===== src/rtl/check_arbiter_pkg.sv =====
// Shared definitions for the two-requester sentence arbiter in front of the nesting checker.
package check_arbiter_pkg;

  typedef enum logic [2:0] {
    ST_IDLE   = 3'd0,
    ST_CLR    = 3'd1,
    ST_STREAM = 3'd2,
    ST_FLUSH  = 3'd3,
    ST_SAMPLE = 3'd4,
    ST_RESP   = 3'd5
  } state_e;

  localparam int CHAR_W   = 8;
  localparam int OK_CNT_W = 16;
  localparam int STALL_W  = 16;

  localparam logic [CHAR_W-1:0] TERM_CHAR  = 8'h2E;
  localparam logic [CHAR_W-1:0] SPACE_CHAR = 8'h20;

endpackage


===== src/rtl/check_arbiter_rr_arb2.sv =====
// Two-way round-robin grant: on a tie the requester not granted last wins.
module rr_arb2 (
  input  logic [1:0] request,
  input  logic       last,
  output logic [1:0] grant
);

  always_comb begin
    grant = 2'b00;
    case (request)
      2'b01:   grant = 2'b01;
      2'b10:   grant = 2'b10;
      2'b11:   grant = last ? 2'b01 : 2'b10;
      default: grant = 2'b00;
    endcase
  end

endmodule


===== src/rtl/check_arbiter.sv =====
// Serialises whole sentences from two requesters into one shared nesting checker.
// Optional stall watchdog enabled by defining CHECK_ARB_TIMEOUT_EN.
module check_arbiter
  import check_arbiter_pkg::*;
#(
  parameter logic [CHAR_W-1:0] TERM      = TERM_CHAR,
  parameter int                MAX_STALL = 255
) (
  input  logic                clk,
  input  logic                reset,
  input  logic                s0_valid,
  input  logic [CHAR_W-1:0]   s0_data,
  output logic                s0_ready,
  input  logic                s1_valid,
  input  logic [CHAR_W-1:0]   s1_data,
  output logic                s1_ready,
  output logic                chk_clr,
  output logic                chk_en,
  output logic [CHAR_W-1:0]   chk_char,
  input  logic                chk_result,
  output logic                resp_valid,
  input  logic                resp_ready,
  output logic                resp_id,
  output logic                resp_result,
  output logic                resp_abort,
  output logic [OK_CNT_W-1:0] ok_cnt
);

  state_e              state_q, state_d;
  logic [1:0]          req, arb_grant;
  logic                grant_id_q, grant_id_d;
  logic                last_q, last_d;
  logic                chk_clr_q, chk_clr_d;
  logic                chk_en_q, chk_en_d;
  logic [CHAR_W-1:0]   chk_char_q, chk_char_d;
  logic                resp_result_q, resp_result_d;
  logic [OK_CNT_W-1:0] ok_cnt_q, ok_cnt_d;
  logic                cur_valid;
  logic [CHAR_W-1:0]   cur_data;
  logic                accept, take_grant, handshake, abort_now;

  assign req = {s1_valid, s0_valid};

  rr_arb2 u_rr_arb2 (
    .request (req),
    .last    (last_q),
    .grant   (arb_grant)
  );

  assign cur_valid  = grant_id_q ? s1_valid : s0_valid;
  assign cur_data   = grant_id_q ? s1_data : s0_data;
  assign accept     = (state_q == ST_STREAM) && cur_valid;
  assign take_grant = (state_q == ST_IDLE) && (|req);
  assign handshake  = (state_q == ST_RESP) && resp_ready;

`ifdef CHECK_ARB_TIMEOUT_EN
  localparam logic [STALL_W-1:0] STALL_LAST = STALL_W'(MAX_STALL - 1);

  logic [STALL_W-1:0] stall_q, stall_d;
  logic               resp_abort_q, resp_abort_d;

  // The cycle that would bring the idle count up to MAX_STALL aborts the sentence.
  assign abort_now = (state_q == ST_STREAM) && !cur_valid && (stall_q == STALL_LAST);

  always_comb begin
    stall_d      = stall_q;
    resp_abort_d = resp_abort_q;
    if (take_grant) begin
      stall_d      = '0;
      resp_abort_d = 1'b0;
    end else if (state_q == ST_STREAM) begin
      stall_d = cur_valid ? '0 : stall_q + 1'b1;
      if (abort_now) resp_abort_d = 1'b1;
    end
  end

  always_ff @(posedge clk or posedge reset) begin
    if (reset) begin
      stall_q      <= '0;
      resp_abort_q <= 1'b0;
    end else begin
      stall_q      <= stall_d;
      resp_abort_q <= resp_abort_d;
    end
  end

  assign resp_abort = resp_abort_q;
`else
  assign abort_now  = 1'b0;
  assign resp_abort = 1'b0;
`endif

  always_ff @(posedge clk or posedge reset) begin
    if (reset) state_q <= ST_IDLE;
    else       state_q <= state_d;
  end

  always_comb begin
    state_d = state_q;
    case (state_q)
      ST_IDLE:   if (|req) state_d = ST_CLR;
      ST_CLR:    state_d = ST_STREAM;
      ST_STREAM: begin
        if (accept && (cur_data == TERM)) state_d = ST_FLUSH;
        else if (abort_now)               state_d = ST_RESP;
      end
      ST_FLUSH:  state_d = ST_SAMPLE;
      ST_SAMPLE: state_d = ST_RESP;
      ST_RESP:   if (resp_ready) state_d = ST_IDLE;
      default:   state_d = ST_IDLE;
    endcase
  end

  // The terminator itself is never forwarded; a space closes the last word instead.
  always_comb begin
    s0_ready      = (state_q == ST_STREAM) && !grant_id_q;
    s1_ready      = (state_q == ST_STREAM) && grant_id_q;
    resp_valid    = (state_q == ST_RESP);
    chk_clr_d     = take_grant;
    chk_en_d      = accept;
    chk_char_d    = '0;
    if (accept) chk_char_d = (cur_data == TERM) ? SPACE_CHAR : cur_data;
    grant_id_d    = take_grant ? arb_grant[1] : grant_id_q;
    resp_result_d = resp_result_q;
    if (take_grant || abort_now)   resp_result_d = 1'b0;
    else if (state_q == ST_SAMPLE) resp_result_d = chk_result;
    ok_cnt_d      = (handshake && resp_result_q) ? ok_cnt_q + 1'b1 : ok_cnt_q;
    last_d        = handshake ? grant_id_q : last_q;
  end

  always_ff @(posedge clk or posedge reset) begin
    if (reset) begin
      grant_id_q    <= 1'b0;
      last_q        <= 1'b1;
      chk_clr_q     <= 1'b0;
      chk_en_q      <= 1'b0;
      chk_char_q    <= '0;
      resp_result_q <= 1'b0;
      ok_cnt_q      <= '0;
    end else begin
      grant_id_q    <= grant_id_d;
      last_q        <= last_d;
      chk_clr_q     <= chk_clr_d;
      chk_en_q      <= chk_en_d;
      chk_char_q    <= chk_char_d;
      resp_result_q <= resp_result_d;
      ok_cnt_q      <= ok_cnt_d;
    end
  end

  assign chk_clr     = chk_clr_q;
  assign chk_en      = chk_en_q;
  assign chk_char    = chk_char_q;
  assign resp_id     = grant_id_q;
  assign resp_result = resp_result_q;
  assign ok_cnt      = ok_cnt_q;

endmodule


===== config.mk =====
export PLATFORM = sky130hd
export DESIGN_NAME = check_arbiter
export DESIGN_NICKNAME = d
export VERILOG_FILES = /design/src/rtl/check_arbiter_pkg.sv /design/src/rtl/check_arbiter_rr_arb2.sv /design/src/rtl/check_arbiter.sv
export SDC_FILE = /design/constraint.sdc
export NUM_CORES = 1
export LEC_CHECK = 0
export ABC_AREA = 1
export BUFFER_PORTS_ARGS = -buffer_cell sky130_fd_sc_hd__buf_4
export CELL_PAD_IN_SITES_DETAIL_PLACEMENT = 0
export CELL_PAD_IN_SITES_GLOBAL_PLACEMENT = 2
export CORE_ASPECT_RATIO = 0.8
export CORE_MARGIN = 4
export CORE_UTILIZATION = 31
export CTS_BUF_LIST = sky130_fd_sc_hd__clkbuf_8
export DETAILED_ROUTE_END_ITERATION = 16
export GPL_TIMING_DRIVEN = 0
export PLACE_DENSITY_LB_ADDON = 0.1
export SYNTH_ARGS = -nofsm -noshare
export SYNTH_HDL_FRONTEND = slang
export SYNTH_SLANG_ARGS = --single-unit

===== constraint.sdc =====
create_clock -name clk -period 2.73 [get_ports clk]
set_input_delay 0.546 -clock clk [delete_from_list [all_inputs] [get_ports clk]]
set_output_delay 0.546 -clock clk [all_outputs]
set_load 0.02 [all_outputs]

==> run metrics <==
crit path cell chain=nor2_1, nand2_1, nor2_1, buf_4; status=completed; final setup fails=0; global-route wire length before repair=7120 µm; DPL Wire Length=3228 µm; postcts setup bufs=0; hold slack=between 0.3 and 0.4 ns; syn_nets=approximately 240; Crit path max-delay family=flip-flops; antenna diode count=0; CTS Buf Count=5; later-pin clock latency in the skew report=~0.29 ns; P_leak=between 0.001 and 0.0015 µW; vias in the first global route=around 1500; die height=about 74 µm; Slew @ Worst Pin=about 0.71 ns; max_slew headroom=between 50% and 60%; Sink Count=32; Stages on worst setup path=4; Critical Path Sink Type=primary output; die area=6665 µm²; pwr dens=899.9 nW/µm²; largest net degree at the start of global routing=33; Total Nets Final=296; WP buf/inv=1; commonest non-fill, non-tap cell in the layout=nand2_1; R2R depth=6; GPL Wtd Cong=~0.72; CTS clk-pin slew, worst paths=approximately 0.07 ns; Unique masters post-synth=24; PnR Total Power=2015 µW; initial core utilization=about a third; mean area per synthesized cell=roughly 7.8 µm²; vias per cell=around 4.4; Clock Skews=0.004831 ns; post-layout min period=1.843 ns; Hold Fails Final Rpt=0; reg2reg start=resp_id; DR pass1 iterations=4; most frequent CP cell=nor2_1; Critical Path Fanout Max=6; via count=approximately 1500; crit path capture=s0_ready; Residual DRC=0; CTS tree=done; Critical Path Max Stage Delay=between 0.4 and 0.5 ns; RSZ-0062 raised after global routing=false; DR WL/cell=between 10 and 15 µm; gr usage total=13.68%; Data required, critical path=around 2.2 ns; Post-Synthesis Cell Area=about 1700 µm²; period utilization=67.52%; Critical path origin=state_q[2]; commonest cells after routing, fill and taps aside=69 x nand2_1, 53 x buf_4, 31 x dfrtp_1; H-tree levels=2; Multi-input gate area=730.7 µm²; Filler cells=~550; Setup CP Type=register to primary output; Total Wirelength=4206 µm; f_max=between 500 and 600 MHz; GRT overflow=0; initial antenna violation count=0; final setup TNS=0 ns; reg2reg end=chk_char[5]; port bufs=52; count of state elements after synthesis=32; CTS Root Cell=clkbuf_8; Hold Crit Class=input port to asynchronous set/reset pin; row count=23; R2R setup slack=~1.2 ns; # Max-Cap Violations=0; YS warnings=0; CTS resizes=0; Top-Level Pins=between 50 and 60; VDD IR max=approximately 0.00034 V; DRT antenna net count=0; sequential fraction of the synthesis area=47.76%; Syn Inst Count=around 210; initial drt markers=57; Critical-path top delay cell=dfrtp_1; Die Width=90.29 µm; number of buffers on the longest clock path=2; fin. max-slew vios=0; layout cells sized above 1=between 20 and 30%; Setup crit start kind=register; crit path DAT=around 1.3 ns; FF/Latch Area=around 800 µm²; Hold Buf Count CTS=0; synthesis-to-layout area growth=33.38%; Final Core Density=approximately 44%; Core ar.=approximately 5100 µm²
how the worst min path moves through the flow:
stage / end / cells after the start / slack [ns]
floorplan: last_q / 2 / 0.46
global placement: last_q / 2 / 0.48
detailed placement: last_q / 2 / 0.49
CTS: resp_result / 3 / 0.49
global route: ok_cnt[0] / 2 / 0.44
finish: chk_char[7] / 2 / 0.37
cell usage after synthesis:
library cell  count  share of area (%)
nor4_1            1               0.37
a21oi_1           6                1.8
buf_4             1               0.45
inv_2             1               0.22
buf_2             2               0.60
dfrtp_1          31                 46
nand2_1          69                 15
ha_1              1               0.75
conb_1            1               0.22
buf_8             1               0.89
nand3_1          11                3.3
o21ai_2           3                1.6
nor3_4            1               0.97
nor3_2            2                1.2
xor2_1           12                6.3
clkinv_4          1               0.52
nor3_1            4                1.2
nand3_4           1                1.0
xnor2_1           1               0.52
nor2_1           26                5.8
nand4_1           2               0.75
dfstp_2           1                1.6
inv_1            27                6.0
o21ai_0           8                2.4
report_power, final:
part           internal (µW)  switching, µW  leakage [µW]
Clock                    201            187     0.0000510
Sequential               617            130      0.000407
Combinational            340            540      0.000769
Total                   1160            857       0.00123
cell type report:
type / count / area share (%)
sequential: 32 / 35.81
buffer: 4 / 1.453
timing repair buffer: 52 / 17.43
multi-input combinational: 149 / 32.63
clock inverter: 2 / 0.4469
clock buffer: 6 / 3.687
inverter: 29 / 5.084
tap: 62 / 3.464
state kept, by name (all words and copies together) (netlist names):
register     cells
last_q           1
ok_cnt          16
chk_clr          1
resp_result      1
chk_en           1
state_q          3
chk_char         8
resp_id          1
logic make-up after synthesis:
logic type	Yosys count	share of synthesized area (%)
buffers and inverters	33	8.718
adder cells (fa/ha/maj)	1	0.7450
AO/OA/AOI/OAI	17	5.738
other	1	0.2233
flip-flops	32	47.76
XOR/XNOR	13	6.781
AND/OR/NAND/NOR	117	30.03
metal layers:
metal	routed length, µm	vias to the layer above	GRT usage (%)
met5	0	-	0
met4	76	0	5.603
met3	223	8	4.197
met2	1605	38	18.54
met1	2300	657	19.96
li1	-	776	-
stage by stage:
stage          std cells  worst slack [ns]  cell area, µm²
2_1_floorplan        214             1.181            1679
3_3_place_gp         328            0.9118            2147
3_5_place_dp         328            0.9143            2147
4_1_cts              336            0.8533            2240
5_1_grt              336            0.7773            2240
6_report             336            0.8867            2240
Note: power is estimated with default switching activity, not from simulation.
